$ cat config.mk
export PLATFORM = sky130hd
export DESIGN_NAME = gb_timer
export DESIGN_NICKNAME = d
export VERILOG_FILES = /design/src/rtl/gb_timer.sv
export SDC_FILE = /design/constraint.sdc
export NUM_CORES = 1
export LEC_CHECK = 0
export ABC_AREA = 1
export CAP_MARGIN = 20
export CORE_MARGIN = 5
export CORE_UTILIZATION = 56
export DETAILED_ROUTE_END_ITERATION = 7
export PLACE_DENSITY = 0.85
export SYNTH_ARGS = -nofsm -noshare
export SYNTH_HDL_FRONTEND = slang
export SYNTH_SLANG_ARGS = --single-unit
$ cat constraint.sdc
create_clock -name clk -period 2.75 [get_ports clk]
set_input_delay 0.275 -clock clk [delete_from_list [all_inputs] [get_ports clk]]
set_output_delay 0.275 -clock clk [all_outputs]
set_load 0.05 [all_outputs]
$ cat src/rtl/gb_timer.sv
// gb_timer: Game Boy DIV/TIMA/TMA/TAC timer unit.
// Owns the 16-bit system counter, the four timer registers at FF04-FF07 and
// the TIMA overflow -> delayed reload -> interrupt sequence.
module gb_timer (
    input  logic       clk,
    input  logic       reset_n,
    input  logic       wr_en,
    input  logic [1:0] addr,
    input  logic [7:0] wdata,
    output logic [7:0] DIV,
    output logic [7:0] TIMA,
    output logic [7:0] TMA,
    output logic [7:0] TAC,
    output logic       timer_irq
);

    typedef enum logic [1:0] {
        IDLE   = 2'd0,
        DELAY  = 2'd1,
        RELOAD = 2'd2
    } state_t;

    localparam logic [1:0] ADDR_DIV  = 2'd0;
    localparam logic [1:0] ADDR_TIMA = 2'd1;
    localparam logic [1:0] ADDR_TMA  = 2'd2;
    localparam logic [1:0] ADDR_TAC  = 2'd3;

    state_t      state, state_next;
    logic [15:0] sys_cnt, sys_cnt_next;
    logic [2:0]  tac, tac_next;
    logic [7:0]  tma, tma_next;
    logic [7:0]  tima, tima_next;
    logic [1:0]  dly, dly_next;
    logic        irq_next;

    logic wr_div, wr_tima, wr_tma, wr_tac;
    logic inc_event;

    // Timer input: the enable bit ANDed with the system-counter bit chosen by
    // the clock select. Its falling edge is what advances TIMA.
    function automatic logic tick(input logic [2:0] t, input logic [15:0] c);
        logic b;
        unique case (t[1:0])
            2'd0: b = c[9];
            2'd1: b = c[3];
            2'd2: b = c[5];
            2'd3: b = c[7];
        endcase
        return t[2] & b;
    endfunction

    assign wr_div  = wr_en && (addr == ADDR_DIV);
    assign wr_tima = wr_en && (addr == ADDR_TIMA);
    assign wr_tma  = wr_en && (addr == ADDR_TMA);
    assign wr_tac  = wr_en && (addr == ADDR_TAC);

    // Next values of the plain registers and the increment event; the event
    // compares the tick before and after this edge's DIV/TAC writes, so those
    // writes can produce the hardware's glitch increment.
    always_comb begin
        sys_cnt_next = wr_div ? 16'h0000 : sys_cnt + 16'd1;
        tac_next     = wr_tac ? wdata[2:0] : tac;
        tma_next     = wr_tma ? wdata : tma;
        inc_event    = tick(tac, sys_cnt) & ~tick(tac_next, sys_cnt_next);
    end

    // Overflow sequencing: TIMA update, delay count, reload and interrupt.
    always_comb begin
        // NOTE: every output of a combinational block is given a default
        // before any branch; a path that leaves one unassigned infers a latch.
        state_next = state;
        tima_next  = tima;
        dly_next   = dly;
        irq_next   = 1'b0;
        unique case (state)
            IDLE: begin
                if (wr_tima) begin
                    // A CPU write beats a simultaneous increment.
                    tima_next = wdata;
                end else if (inc_event) begin
                    if (tima == 8'hFF) begin
                        tima_next  = 8'h00;
                        dly_next   = 2'd0;
                        state_next = DELAY;
                    end else begin
                        tima_next = tima + 8'd1;
                    end
                end
            end
            DELAY: begin
                if (wr_tima) begin
                    // Writing TIMA during the delay cancels the pending reload.
                    tima_next  = wdata;
                    state_next = IDLE;
                end else begin
                    dly_next = dly + 2'd1;
                    if (dly == 2'd2) begin
                        state_next = RELOAD;
                    end
                end
            end
            RELOAD: begin
                // TIMA writes are ignored here; a TMA write lands in TIMA too.
                tima_next  = wr_tma ? wdata : tma;
                irq_next   = 1'b1;
                state_next = IDLE;
            end
            default: begin
                state_next = IDLE;
            end
        endcase
    end

    // State and register storage.
    always_ff @(posedge clk or negedge reset_n) begin
        if (!reset_n) begin
            state     <= IDLE;
            sys_cnt   <= 16'h0000;
            tac       <= 3'b000;
            tma       <= 8'h00;
            tima      <= 8'h00;
            dly       <= 2'd0;
            timer_irq <= 1'b0;
        end else begin
            // NOTE: sequential state uses non-blocking assignments so every
            // register samples the values from before this clock edge.
            state     <= state_next;
            sys_cnt   <= sys_cnt_next;
            tac       <= tac_next;
            tma       <= tma_next;
            tima      <= tima_next;
            dly       <= dly_next;
            timer_irq <= irq_next;
        end
    end

    assign DIV  = sys_cnt[15:8];
    assign TIMA = tima;
    assign TMA  = tma;
    assign TAC  = {5'b11111, tac};

endmodule

==> impl_metrics.tcl <==
set metrics [dict create \
    clock_path_buffers 2 \
    cts_setup_buffers 0 \
    n_antenna_cell 0 \
    period_needed_ps 1930 \
    fmax_ghz 0.5183 \
    post-route-util 0.6742 \
    path_buf_inv 4 \
    crit_top_cell "nand2_1" \
    yosysSeqAreaShare 0.4111 \
    io_buffers 40 \
    antenna_found_initial 0 \
    routed.top_layer "met4" \
    holdBufCountCts 0 \
    reg2reg_to "TIMA[1]" \
    synth_seq_cells 40 \
    cts.clk_slew.worst_paths_ps 80 \
    peakVddDrop_mv 0.3946 \
    clk_latency_ps 290 \
    synth_commonest_cells "nand2_1 (77), inv_1 (50), dfrtp_1 (40)" \
    yosys.cell_types.count 37 \
    final_area_mm2 0.002895 \
    grt_pass1_wl_mm 9.749 \
    routed-via-count 2261 \
    remaining_drc_errors 0 \
    r2r_start "TIMA[0]" \
    cp.arrival_ps 2110 \
    wl_per_cell_um 13.30 \
    fin_skew_ps 5.377 \
    rsz0062_at_grt "no" \
    end_kind "register" \
    yosysMostFrequentCell "nand2_1" \
    r2r_cells 12 \
    met3_length_um 462 \
    dp.cells 409 \
    path_class "in -> reg" \
    drive_gt1_frac 0.06575 \
    area_growth_pct 18.91 \
    critPathLaunchType "primary input" \
    async_flop_share 1.000 \
    grtUsageTotal 0.1995 \
    crit_path_top_delay_cell "clkdlybuf4s50_1" \
    wl_met1_mm 2.436 \
    synth_top_area_frac 0.4111 \
    die_y_um 75.94 \
    synth.area.top_cells "dfrtp_1 (41%), nand2_1 (12%), inv_1 (7.7%)" \
    detailed_place_hpwl_mm 4.166 \
    drv_slew 0 \
    die_x_um 75.94 \
    r2r_slack_ps 830 \
    instances_no_fill 417 \
    avgSynthCellArea_um2 7.401 \
    cp_top_family "buffers and inverters" \
    cap_viol_max_count 0 \
    hold_viol_final 0 \
    firstDrtPassIters 4 \
    core_mm2 0.004294 \
    finalSetupTns_ps 0 \
    yosysTopAreaCell "dfrtp_1" \
    routed_wl_mm 5.547 \
    required_ps 2930 \
    start_util 0.5670 \
    slew_headroom 0.3977 \
    powerDensity_mw_per_mm2 718.7 \
    synth_edf_count 0 \
    cts_resized 0 \
    status "finished clean" \
    gp_congestion 0.8224 \
    power.leakage_nw 1.451 \
    hold_class "in -> async" \
    synth_cells 329 \
    row_count 24 \
    root_buffer "clkbuf_8" \
    grt_pass1_vias 2246 \
    final_nets 384 \
    crit_fanout 14 \
    min_period_over_period 0.7017 \
    cts_tree "done" \
    worst_pin_slew_ps 903.4 \
    crit_path_max_incr_delay_ps 530 \
    drt_iter0_drc 169 \
    ant_nets 0 \
    io_pins 46 \
    grt_overflow 0 \
    routed_via_density 5.422 \
    cts.sink_count 40 \
    place_area_mm2 0.002803 \
    ys.flop_type "dfrtp_1" \
    holdWs_ps 116.5 \
    die_area_mm2 0.005767 \
    setup_viol 0 \
    ys_warn_count 0 \
    synth_area_mm2 0.002435 \
    path_cells "clkdlybuf4s50_1, inv_1, nand3_1, inv_1, nand2_1, nand2_1, a22oi_1, nand2_1, o21ai_0, inv_1, nand3_1, nand2_1" \
    h-tree-depth 2 \
    routed-wl-met2_mm 2.574 \
    cts_buffers 5 \
    grt_max_degree 41 \
]
==> sequential cells by signal, indices dropped and copies added, names as in the netlist <==
signal and count:
timer_irq 1, state 2, TIMA 8, dly 2, TMA 8, tac 3
sys_cnt 16
==> placed cells by master, fill, tap and decap left out, types with 7 or more instances in the layout <==
| cell type | instances |
|---|---|
| nand4_1 | 8 |
| nor2_1 | 27 |
| nand3_1 | 24 |
| o21ai_0 | 20 |
| ha_1 | 7 |
| clkdlybuf4s50_1 | 39 |
| nand2_1 | 77 |
| a21oi_1 | 17 |
| inv_1 | 50 |
| dfrtp_1 | 40 |
==> how the worst max path moves through the flow <==
stage	startpoint	to	slack (ps)	cells past startpoint
4_1_cts	TIMA[0]	TIMA[1]	820	12
2_1_floorplan	TIMA[0]	TIMA[1]	740	12
5_1_grt	TIMA[0]	TIMA[1]	540	12
3_5_place_dp	wr_en	TIMA[1]	590	9
3_3_place_gp	wr_en	TIMA[7]	620	8
6_report	addr[0]	TIMA[0]	820	12
==> metal layers <==
metal | vias to the layer above | track usage
li1 | 1109 | -
met1 | 1050 | 0.2519
met2 | 91 | 0.3236
met3 | 11 | 0.06280
met4 | 0 | 0.06406
met5 | - | 0
==> area by class of cell <==
type,count,area [um^2]
Fill cell,362,1399
Multi-Input combinational cell,223,1132
Sequential cell,40,1001
Timing Repair Buffer,41,402.9
Inverter,53,201.4
Clock buffer,6,82.58
Tap cell,52,65.06
Clock inverter,2,10.01
==> worst reg2reg max path, cell delays in order (launching register included) <==
cell and delay (ps):
dfrtp_1 410, ha_1 190, nand2_1 70, nor2_1 210
nand4_1 150, nor2_1 280, inv_1 100, nand2_1 70
nor2_1 40, o22ai_1 100, inv_1 70, nand3_1 80
nand2_1 60
==> stage by stage <==
stage	total power [mW]	setup slack (ps)
6_report	2.081	820.4
5_1_grt	2.224	537.3
2_1_floorplan	1.411	744.5
3_5_place_dp	1.688	590.6
3_3_place_gp	1.667	623.0
4_1_cts	2.099	824.8
==> cells by family (layout without fill, tap and decap cells) <==
logic type | after synthesis | after routing | synth area share
buffers and inverters | 70 | 102 | 0.1300
adders and majority gates | 7 | 7 | 0.03597
and+or+nand+nor | 157 | 157 | 0.2939
AOI/OAI and AO/OA | 52 | 52 | 0.1203
xor gates and xnor gates | 2 | 2 | 0.007196
other | 1 | 5 | 0.001540
DFF | 40 | 40 | 0.4111
==> where the power goes <==
part | switching (mW) | internal, mW
Clock | 0.200 | 0.200
Sequential | 0.117 | 0.696
Combinational | 0.578 | 0.290
Total | 0.895 | 1.19
(Power assumes the default switching activity.)
